<file path="src/rtl/fetch_pkg.sv">
// Shared types and constants for the instruction-fetch sequencer.
package fetch_pkg;

    localparam int XLEN = 32;
    localparam logic [XLEN-1:0] NOP_INSTR = 32'h0000_0013;

    typedef enum logic {
        IDLE  = 1'b0,
        FETCH = 1'b1
    } state_t;

    typedef struct packed {
        logic [XLEN-1:0] pc;
        logic [XLEN-1:0] instr;
    } fetch_entry_t;

endpackage

</file>
<file path="src/rtl/fetch_fifo.sv">
// Two-entry {pc, instr} buffer with a registered head; flush beats push.
// Zero-latency occupancy; the caller must never push when full without a pop.
module fetch_fifo
    import fetch_pkg::*;
(
    input  logic         clk,
    input  logic         rst_n,
    input  logic         push,
    input  fetch_entry_t push_data,
    input  logic         pop,
    input  logic         flush,
    output logic [1:0]   count,
    output fetch_entry_t head,
    output logic         head_valid
);

    fetch_entry_t slot0;
    fetch_entry_t slot1;
    logic         vld0;
    logic         vld1;

    always_ff @(posedge clk or negedge rst_n) begin
        if (!rst_n) begin
            slot0 <= '0;
            slot1 <= '0;
            vld0  <= 1'b0;
            vld1  <= 1'b0;
        end else if (flush) begin
            vld0 <= 1'b0;
            vld1 <= 1'b0;
        end else begin
            case ({push, pop})
                2'b01: begin
                    slot0 <= slot1;
                    vld0  <= vld1;
                    vld1  <= 1'b0;
                end
                2'b10: begin
                    if (!vld0) begin
                        slot0 <= push_data;
                        vld0  <= 1'b1;
                    end else begin
                        slot1 <= push_data;
                        vld1  <= 1'b1;
                    end
                end
                2'b11: begin
                    // Pop implies slot0 was valid, so it stays valid either way.
                    if (vld1) begin
                        slot0 <= slot1;
                        slot1 <= push_data;
                    end else begin
                        slot0 <= push_data;
                    end
                end
                default: ;
            endcase
        end
    end

    assign count      = {vld0 & vld1, vld0 ^ vld1};
    assign head       = slot0;
    assign head_valid = vld0;

endmodule

</file>
<file path="src/rtl/fetch_controller.sv">
// PC sequencer for a 1-cycle-latency block ROM; issue to instr_valid is 2 cycles.
// Stops issuing once buffered + in-flight words would exceed 2, so decode stalls never overflow.
module fetch_controller
    import fetch_pkg::*;
#(
    parameter logic [31:0] RESET_PC = 32'h0000_0000,
    parameter int          ADDR_W   = 10
) (
    input  logic        clk,
    input  logic        rst_n,
    input  logic        run,
    input  logic        redirect_valid,
    input  logic [31:0] redirect_pc,
    output logic        rom_en,
    output logic [31:0] rom_addr,
    input  logic [31:0] rom_data,
    output logic        instr_valid,
    input  logic        instr_ready,
    output logic [31:0] instr,
    output logic [31:0] instr_pc,
    output logic        busy
);

    state_t       state;
    state_t       state_nxt;
    logic [31:0]  pc;
    logic         inflight;
    logic [31:0]  inflight_pc;
    logic         issue;
    logic         pop;
    logic         push;
    logic [1:0]   count;
    logic [2:0]   occupancy;
    fetch_entry_t head;
    fetch_entry_t push_data;
    logic         head_valid;

    assign pop       = head_valid & instr_ready;
    assign occupancy = {1'b0, count} + {2'b00, inflight} - {2'b00, pop};

    always_comb begin
        state_nxt = state;
        issue     = 1'b0;
        case (state)
            IDLE: begin
                if (run) state_nxt = FETCH;
            end
            FETCH: begin
                if (!run) state_nxt = IDLE;
                issue = !redirect_valid && (occupancy < 3'd2);
            end
            default: state_nxt = IDLE;
        endcase
    end

    always_ff @(posedge clk or negedge rst_n) begin
        if (!rst_n) begin
            state       <= IDLE;
            pc          <= RESET_PC;
            inflight    <= 1'b0;
            inflight_pc <= '0;
        end else begin
            state    <= state_nxt;
            inflight <= issue;
            if (issue) inflight_pc <= pc;
            if (redirect_valid)
                pc <= {redirect_pc[31:2], 2'b00};
            else if (issue)
                pc <= pc + 32'd4;
        end
    end

    // A redirect squashes the word returning this cycle by withholding its push.
    assign push      = inflight & ~redirect_valid;
    assign push_data = '{pc: inflight_pc, instr: rom_data};

    fetch_fifo u_fifo (
        .clk        (clk),
        .rst_n      (rst_n),
        .push       (push),
        .push_data  (push_data),
        .pop        (pop),
        .flush      (redirect_valid),
        .count      (count),
        .head       (head),
        .head_valid (head_valid)
    );

    assign rom_en      = issue;
    assign rom_addr    = {{(XLEN-ADDR_W){1'b0}}, pc[ADDR_W+1:2]};
    assign instr_valid = head_valid;
    assign instr       = head.instr;
    assign instr_pc    = head.pc;
    assign busy        = inflight | (count != 2'd0);

endmodule
</file>
<file path="config.mk">
export PLATFORM = sky130hd
export DESIGN_NAME = fetch_controller
export DESIGN_NICKNAME = d
export VERILOG_FILES = /design/src/rtl/fetch_pkg.sv /design/src/rtl/fetch_fifo.sv /design/src/rtl/fetch_controller.sv
export SDC_FILE = /design/constraint.sdc
export NUM_CORES = 1
export LEC_CHECK = 0
export ABC_AREA = 1
export BUFFER_PORTS_ARGS = -buffer_cell sky130_fd_sc_hd__buf_4
export CORE_MARGIN = 5
export CORE_UTILIZATION = 50
export DETAILED_ROUTE_END_ITERATION = 10
export GPL_TIMING_DRIVEN = 1
export PLACE_DENSITY = 0.78
export SLEW_MARGIN = 20
export SYNTH_ARGS = -nofsm -noshare
export SYNTH_HDL_FRONTEND = slang
export SYNTH_SLANG_ARGS = --single-unit
</file>
<file path="constraint.sdc">
create_clock -name clk -period 2.95 [get_ports clk]
set_input_delay 0.295 -clock clk [delete_from_list [all_inputs] [get_ports clk]]
set_output_delay 0.295 -clock clk [all_outputs]
set_load 0.01 [all_outputs]
</file>
==> results of run 1 <==
timing repair:
item | CTS | global route
hold buffers | 2 | 0
setup buffers | 0 | 3
endpoints found under the setup margin | 1 | 1
resized for setup | 1 | 1
pin swaps | 0 | 0
endpoints found under the hold margin | 67 | 0
state kept, by name, summed over array words and instances, names as in the netlist:
register / count
u_fifo.head: 62
inflight_pc: 30
inflight: 1
state: 1
u_fifo.head_valid: 1
u_fifo.vld1: 1
pc: 30
u_fifo.slot1: 62
Yosys cell counts (all sizes together):
library cell,count,share of area
nor2,134,0.056
nand3b,2,0.0016
ha,5,0.0069
conb,1,0.00041
a31oi,15,0.010
inv,133,0.055
dfrtp,188,0.52
buf,76,0.055
o22ai,1,0.00069
clkbuf,14,0.0058
xor2,1,0.00096
nand4,4,0.0027
nand3,61,0.033
o21ai,52,0.029
o21bai,4,0.0033
or2,1,0.00069
o211ai,70,0.058
nand2,328,0.14
a21oi,56,0.031
how the worst max path moves through the flow:
stage	to	cells past startpoint	slack, ps	start
4_1_cts	rom_en	10	20	u_fifo.vld1
6_report	rom_en	10	170	u_fifo.vld1
3_3_place_gp	pc[26]	12	360	u_fifo.vld1
5_1_grt	rom_en	10	20	u_fifo.vld1
2_1_floorplan	pc[27]	14	320	u_fifo.vld1
3_5_place_dp	pc[28]	12	320	u_fifo.vld1
kinds of logic (layout without fill, tap and decap cells):
family	Yosys count	in the layout	synth area share
AOI/OAI and AO/OA	198	198	0.132
DFF	188	188	0.515
adders and majority gates	5	5	0.00685
xor gates and xnor gates	1	1	0.000959
buffers and inverters	223	330	0.116
and+or+nand+nor	530	530	0.230
other	1	24	0.000411
cell type report:
class	count	area, sq um
well taps	229	287
fillers	1582	7050
repair buffers	165	1300
clock inverters	10	136
flip-flops and latches	188	4710
inverters	133	503
clock buffers	22	494
multi-input cells	758	3490
where the power goes:
group          total [mW]  switching [mW]  internal, mW
clock                2.42           0.973          1.45
combinational        2.25            1.24          1.02
sequential           3.83           0.452          3.38
metrics by stage:
| step | power (mW) | utilization | hold slack, ps |
|---|---|---|---|
| global placement | 6.03 | 0.570 | 335 |
| CTS | 8.56 | 0.606 | 73.5 |
| finish | 8.50 | 0.607 | 90.1 |
| global route | 9.04 | 0.607 | 104 |
| floorplan | 5.12 | - | -0.591 |
| detailed placement | 6.13 | 0.570 | 335 |
per-layer routing:
| layer | part of all wire | routed length, microns | track usage | up-vias |
|---|---|---|---|---|
| met3 | 0.056 | 1220 | 0.0380 | 24 |
| met4 | 0.014 | 318 | 0.0508 | 0 |
| li1 | - | - | - | 3838 |
| met5 | 0 | 0 | 0 | - |
| met2 | 0.47 | 10200 | 0.327 | 250 |
| met1 | 0.46 | 10200 | 0.301 | 3550 |
worst min-delay path, stage by stage:
cell and delay, ps:
sky130_fd_sc_hd__buf_4 80, sky130_fd_sc_hd__nand2_1 40, sky130_fd_sc_hd__nand3_1 60
==> impl_metrics.yaml, run 1 <==
global_route:
  gr-usage-all-layers: 0.208
  maximum_number_of_pins_on_one_net_before_global_route_repair: 78
  initial_antenna_violation_count: 0
  grt_pass1_vias: 7227
  globalRoute.totalOverflow: 0
  first_pass_grt_wire_length_microns: 36700
drt:
  wl_per_cell_microns: 14.6
  remaining_drc_errors: 0
  drt-pass1-iter-count: 5
  via_count: 7662
  viasPerCell: 5.09
  iteration_0_drc_markers: 483
  drt.antenna.violating_nets: 0
  finalWirelength_microns: 21900
cts:
  cts_tree: "yes"
  clock_sink_count: 188
  cts_root_buf: "sky130_fd_sc_hd__clkbuf_16"
  worst_setup_hold_path_clk_slew_ps: 70
  clk-insertion-delay-late_ps: 430
  ctsHtreeMaxLevel: 4
  cts.path.max_buffers: 2
  cts_made_buffers: 17
placed_design:
  preCtsSetupSlack_ps: 323
  place_area_sq_mm: 0.0102
  numPlacedInstances: 1468
  port_buffers: 141
  dp_hpwl_microns: 15300
  finalWeightedCongestion: 0.930
setup_path:
  required_ps: 2650
  endpoint_kind: "output pin"
  worstReg2RegEnd: "pc[28]"
  crit_family: "adder cells"
  crit-reg2reg-launch: "u_fifo.vld1"
  worstSetupStartpointType: "flip-flop"
  path_class: "reg2out"
  slowest_delay_ps: 430
  crit_slowest_cell: "sky130_fd_sc_hd__dfrtp_2"
  worst_ep_arrival_time_ps: 2480
  worstPathBufferInverterCount: 4
  cp_cell_sequence: "inv_1, ha_1, inv_1, ha_1, xor2_1, ha_1, nor2_1, nand3_2, clkinvlp_4, buf_4"
  timing.reg2reg.worst_path_depth: 12
  rrSetupSlack_ps: 280
  critical_path.most_common_cell: "sky130_fd_sc_hd__ha_1"
  worst-path-max-fanout: 6
timing:
  worst-slew-pin-transition_ps: 867
  fin_setup_tns_ps: 0
  worst_clock_skew_ps: 9.02
  finalMaxSlewViolations: 0
  period_needed_ps: 2780
  final_critical_path_setup_slack_ps: 173
  report.final.hold_viol_count: 0
  timing.final.setup_violations: 0
  rsz0062_at_grt: "false"
  slew_headroom: 0.421
  max_freq_mhz: 360
  timing.final.crit_share: 0.941
logic_synthesis:
  syn-instance-count: 1146
  synthDistinctLibCells: 27
  netlist_area_before_placement_sq_mm: 0.00913
  yosysWarnings: 0
  synth-seq-area-share: 0.515
  ys_ff_latch: 188
  syn_avg_cell_area_sq_um: 7.97
floorplanning:
  fp.dieH_microns: 145
  io-pin-count: 168
  initial_core_util: 0.508
  floorplan.die.width_microns: 145
  num_rows: 49
  design.die.area_sq_mm: 0.0211
  placeable_area_sq_mm: 0.0180
min_path:
  timing.hold.worst.class: "in2reg"
  min_delay_path_depth: 3
  hold_start: "redirect_pc[6]"
  worst_hold_path.endpoint: "pc[6]"
flow_run:
  cap_violations: 0
cells_and_area:
  mostFrequentLayoutCells: "326 x sky130_fd_sc_hd__nand2_1, 187 x sky130_fd_sc_hd__dfrtp_1, 158 x sky130_fd_sc_hd__buf_4"
  final_area_sq_mm: 0.0109
  design.final.nets: 1337
  antennaDiodeCount: 0
  area_delta_synth_final_pct: 19.5
  layout.cells.most_common: "sky130_fd_sc_hd__nand2_1"
  layout-drive-gt1-share: 0.162
  fin_cells: 1505
power:
  cellPowerDensity_mw_per_mm2: 779
  power_leakage_nw: 5.59
  vdd_drop_max_mv: 0.453
run_status:
  result_of_the_run: "completed"
Note: power is estimated with default switching activity, not from simulation.
==> inputs of run 2 (changes only) <==
- ABC_AREA: 1 -> unset
- CAP_MARGIN: unset -> 20
==> run 2 against run 1 <==
Sequential cell count did not move; clock power rose by 9.1%; sequential power fell by 11%; core utilization rose by 2.3 points; largest power group unchanged; die area fell by 5.8%; critical path type unchanged.
==> impl_metrics.yaml, run 2 <==
global_route:
  grt_pass1_vias: 5706
  initial_antenna_violation_count: 0
  globalRouteMet1Util: 0.254
  first_pass_grt_wire_length_microns: 29700
  globalRoute.totalOverflow: 0
  grt_busiest_layer: "met2"
  maximum_number_of_pins_on_one_net_before_global_route_repair: 189
  groute.layer.met2.usage: 0.302
  gr-usage-all-layers: 0.187
  grt_use_met3: 0.0413
setup_path:
  slowest_delay_ps: 370
  crit_slowest_cell: "sky130_fd_sc_hd__dfrtp_1"
  cp_cell_sequence: "inv_2, ha_1, inv_1, ha_1, nor2b_1, ha_1, nand2b_4, a21oi_2, nor2b_4, buf_8, buf_4"
  worst_ep_arrival_time_ps: 2540
  required_ps: 2650
  critical_path.most_common_cell: "sky130_fd_sc_hd__ha_1"
  worstSetupStartpointType: "flip-flop"
  worst-path-max-fanout: 4
  path_class: "reg2out"
  endpoint_kind: "output pin"
drt:
  viasPerCell: 5.23
  finalWirelength_microns: 17800
  remaining_drc_errors: 0
  wl_per_cell_microns: 16.3
  iteration_0_drc_markers: 288
  drt.antenna.violating_nets: 0
  via_count: 5687
  drt-pass1-iter-count: 4
timing:
  final_critical_path_setup_slack_ps: 118
  timing.final.setup_violations: 0
  max_freq_mhz: 353
  worst_clock_skew_ps: 9.86
  period_needed_ps: 2830
  minimum_hold_slack_ps: 72.9
  timing.final.crit_share: 0.960
  finalMaxSlewViolations: 0
  worst-slew-pin-transition_ps: 972
  report.final.hold_viol_count: 0
  slew_headroom: 0.352
logic_synthesis:
  syn_avg_cell_area_sq_um: 11.8
  yosysMostFrequentCell: "sky130_fd_sc_hd__dfrtp_1"
  synth-seq-area-share: 0.549
  yosysWarnings: 0
  ys_ff_latch: 188
  netlist_area_before_placement_sq_mm: 0.00856
  yosysTopAreaCell: "sky130_fd_sc_hd__dfrtp_1"
  most_frequent_cells_after_synthesis: "188 x sky130_fd_sc_hd__dfrtp_1, 92 x sky130_fd_sc_hd__mux2_2, 67 x sky130_fd_sc_hd__a21oi_1"
  post_synth_top_area_share: 0.549
  synth_enable_flop_cells: 0
  synthDistinctLibCells: 39
  netlist_top_cells_area: "sky130_fd_sc_hd__dfrtp_1 55%, sky130_fd_sc_hd__mux2_2 12%, sky130_fd_sc_hd__mux2i_1 7.4%"
  dominant_register_cell_in_the_synthesized_netlist: "sky130_fd_sc_hd__dfrtp_1"
  synth-async-reset-ratio: 1.00
  syn-instance-count: 725
placed_design:
  port_buffers: 141
  finalWeightedCongestion: 0.778
  preCtsSetupSlack_ps: 223
  dp_hpwl_microns: 11900
cells_and_area:
  antennaDiodeCount: 0
  design.final.nets: 929
  multi_input_comb_area_sq_mm: 0.00354
  area_delta_synth_final_pct: 23.0
  mostFrequentLayoutCells: "188 x sky130_fd_sc_hd__dfrtp_1, 153 x sky130_fd_sc_hd__buf_4, 92 x sky130_fd_sc_hd__mux2_2"
  area.sequential_sq_mm: 0.00470
  layout.cells.most_common: "sky130_fd_sc_hd__dfrtp_1"
  final_core_utilization: 0.631
  layout-drive-gt1-share: 0.354
  fillCellCount: 1334
floorplanning:
  fp.dieH_microns: 141
  placeable_area_sq_mm: 0.0167
  initial_core_util: 0.513
  design.die.area_sq_mm: 0.0198
  io-pin-count: 168
  num_rows: 47
  floorplan.die.width_microns: 141
run_status:
  result_of_the_run: "completed"
min_path:
  timing.hold.worst.class: "in2async"
cts:
  ctsHtreeMaxLevel: 4
  cts_made_buffers: 17
  clock_sink_count: 188
  cts_root_buf: "sky130_fd_sc_hd__clkbuf_16"
  cts_tree: "yes"
  worst_setup_hold_path_clk_slew_ps: 70
  clk-insertion-delay-late_ps: 430
  cts.path.max_buffers: 2
power:
  vdd_drop_max_mv: 0.411
  power_leakage_nw: 5.20
  power.total_mw: 7.51
  cellPowerDensity_mw_per_mm2: 713
flow_run:
  cap_violations: 0
run 2: changes by cell type in the layout (fill, tap and decap cells not counted), sizes merged, moves of 21 or more:
cell | before | now
nand2 | 328 | 44
inv | 132 | 6
mux2 | 0 | 92
o211ai | 70 | 0
nor2 | 134 | 66
mux2i | 0 | 63
nand3 | 61 | 11
xnor2 | 0 | 22
o21ai | 52 | 31
run 2: logic make-up (layout without fill, tap and decap cells):
logic type / after synthesis / after routing / share of synthesized area
adder cells (fa/ha/maj): 5 / 5 / 0.00731
buffers and inverters: 80 / 199 / 0.0539
flip-flops: 188 / 188 / 0.549
AO/OA/AOI/OAI: 98 / 98 / 0.0573
AND/OR/NAND/NOR: 169 / 169 / 0.107
multiplexers: 155 / 155 / 0.195
XOR/XNOR: 29 / 29 / 0.0297
other: 1 / 24 / 0.000438
run 2: layer usage:
metal | vias up | routed length, microns
met5 | - | 0
met4 | 0 | 236
met1 | 2818 | 7900
met2 | 132 | 8700
li1 | 2720 | -
met3 | 17 | 925
run 2: what timing repair did:
action / in CTS / in global routing
gates cloned: 0 / 0
gates resized for setup: 3 / 2
hold buffers: 1 / 0
endpoints found under the setup margin: 1 / 1
buffers inserted: 2 / 2
pin swaps: 0 / 0
endpoints found under the hold margin: 1 / 0
run 2: cell type report:
| type | instances | share of cell area |
|---|---|---|
| Clock inverter | 12 | 0.0230 |
| Sequential cell | 188 | 0.447 |
| Clock buffer | 19 | 0.0421 |
| Tap cell | 220 | 0.0261 |
| Inverter | 6 | 0.00214 |
| Multi-Input combinational cell | 480 | 0.336 |
| Timing Repair Buffer | 162 | 0.124 |
run 2: worst max-delay path, delay by kind of cell (launching register included):
kind / cells / cell delay, ps
adders and majority gates: 3 / 790
and+or+nand+nor: 3 / 480
DFF: 1 / 370
buffers and inverters: 4 / 330
AOI/OAI and AO/OA: 1 / 130
run 2: metrics by stage:
stage                     instance area [sq um]  instances  setup TNS (ps)
final                                     10500       1087               0
after global routing                      10500       1087           -16.0
after CTS                                 10500       1085               0
after detailed placement                   9790       1051               0
after global placement                     9790       1051               0
after floorplan                            8650        748               0
run 2: final timing paths:
kind / startpoint / end / slack [ps] / depth (start not counted)
hold / removal: rst_n / u_fifo.head[49] / 70 / 2
setup reg to reg: u_fifo.vld1 / inflight_pc[22] / 210 / 13
max in group asynchronous: rst_n / u_fifo.slot1[25] / 2180 / 2
hold reg to reg: u_fifo.slot1[52] / u_fifo.slot1[52] / 510 / 1
setup / recovery: u_fifo.vld1 / rom_en / 120 / 11
min in group clk: redirect_pc[6] / pc[6] / 70 / 3
run 2: report_power, final:
part	switching [mW]	total, mW	internal, mW
Clock	0.945	2.64	1.69
Combinational	0.666	1.46	0.797
Sequential	0.330	3.41	3.08
Total	1.94	7.51	5.57
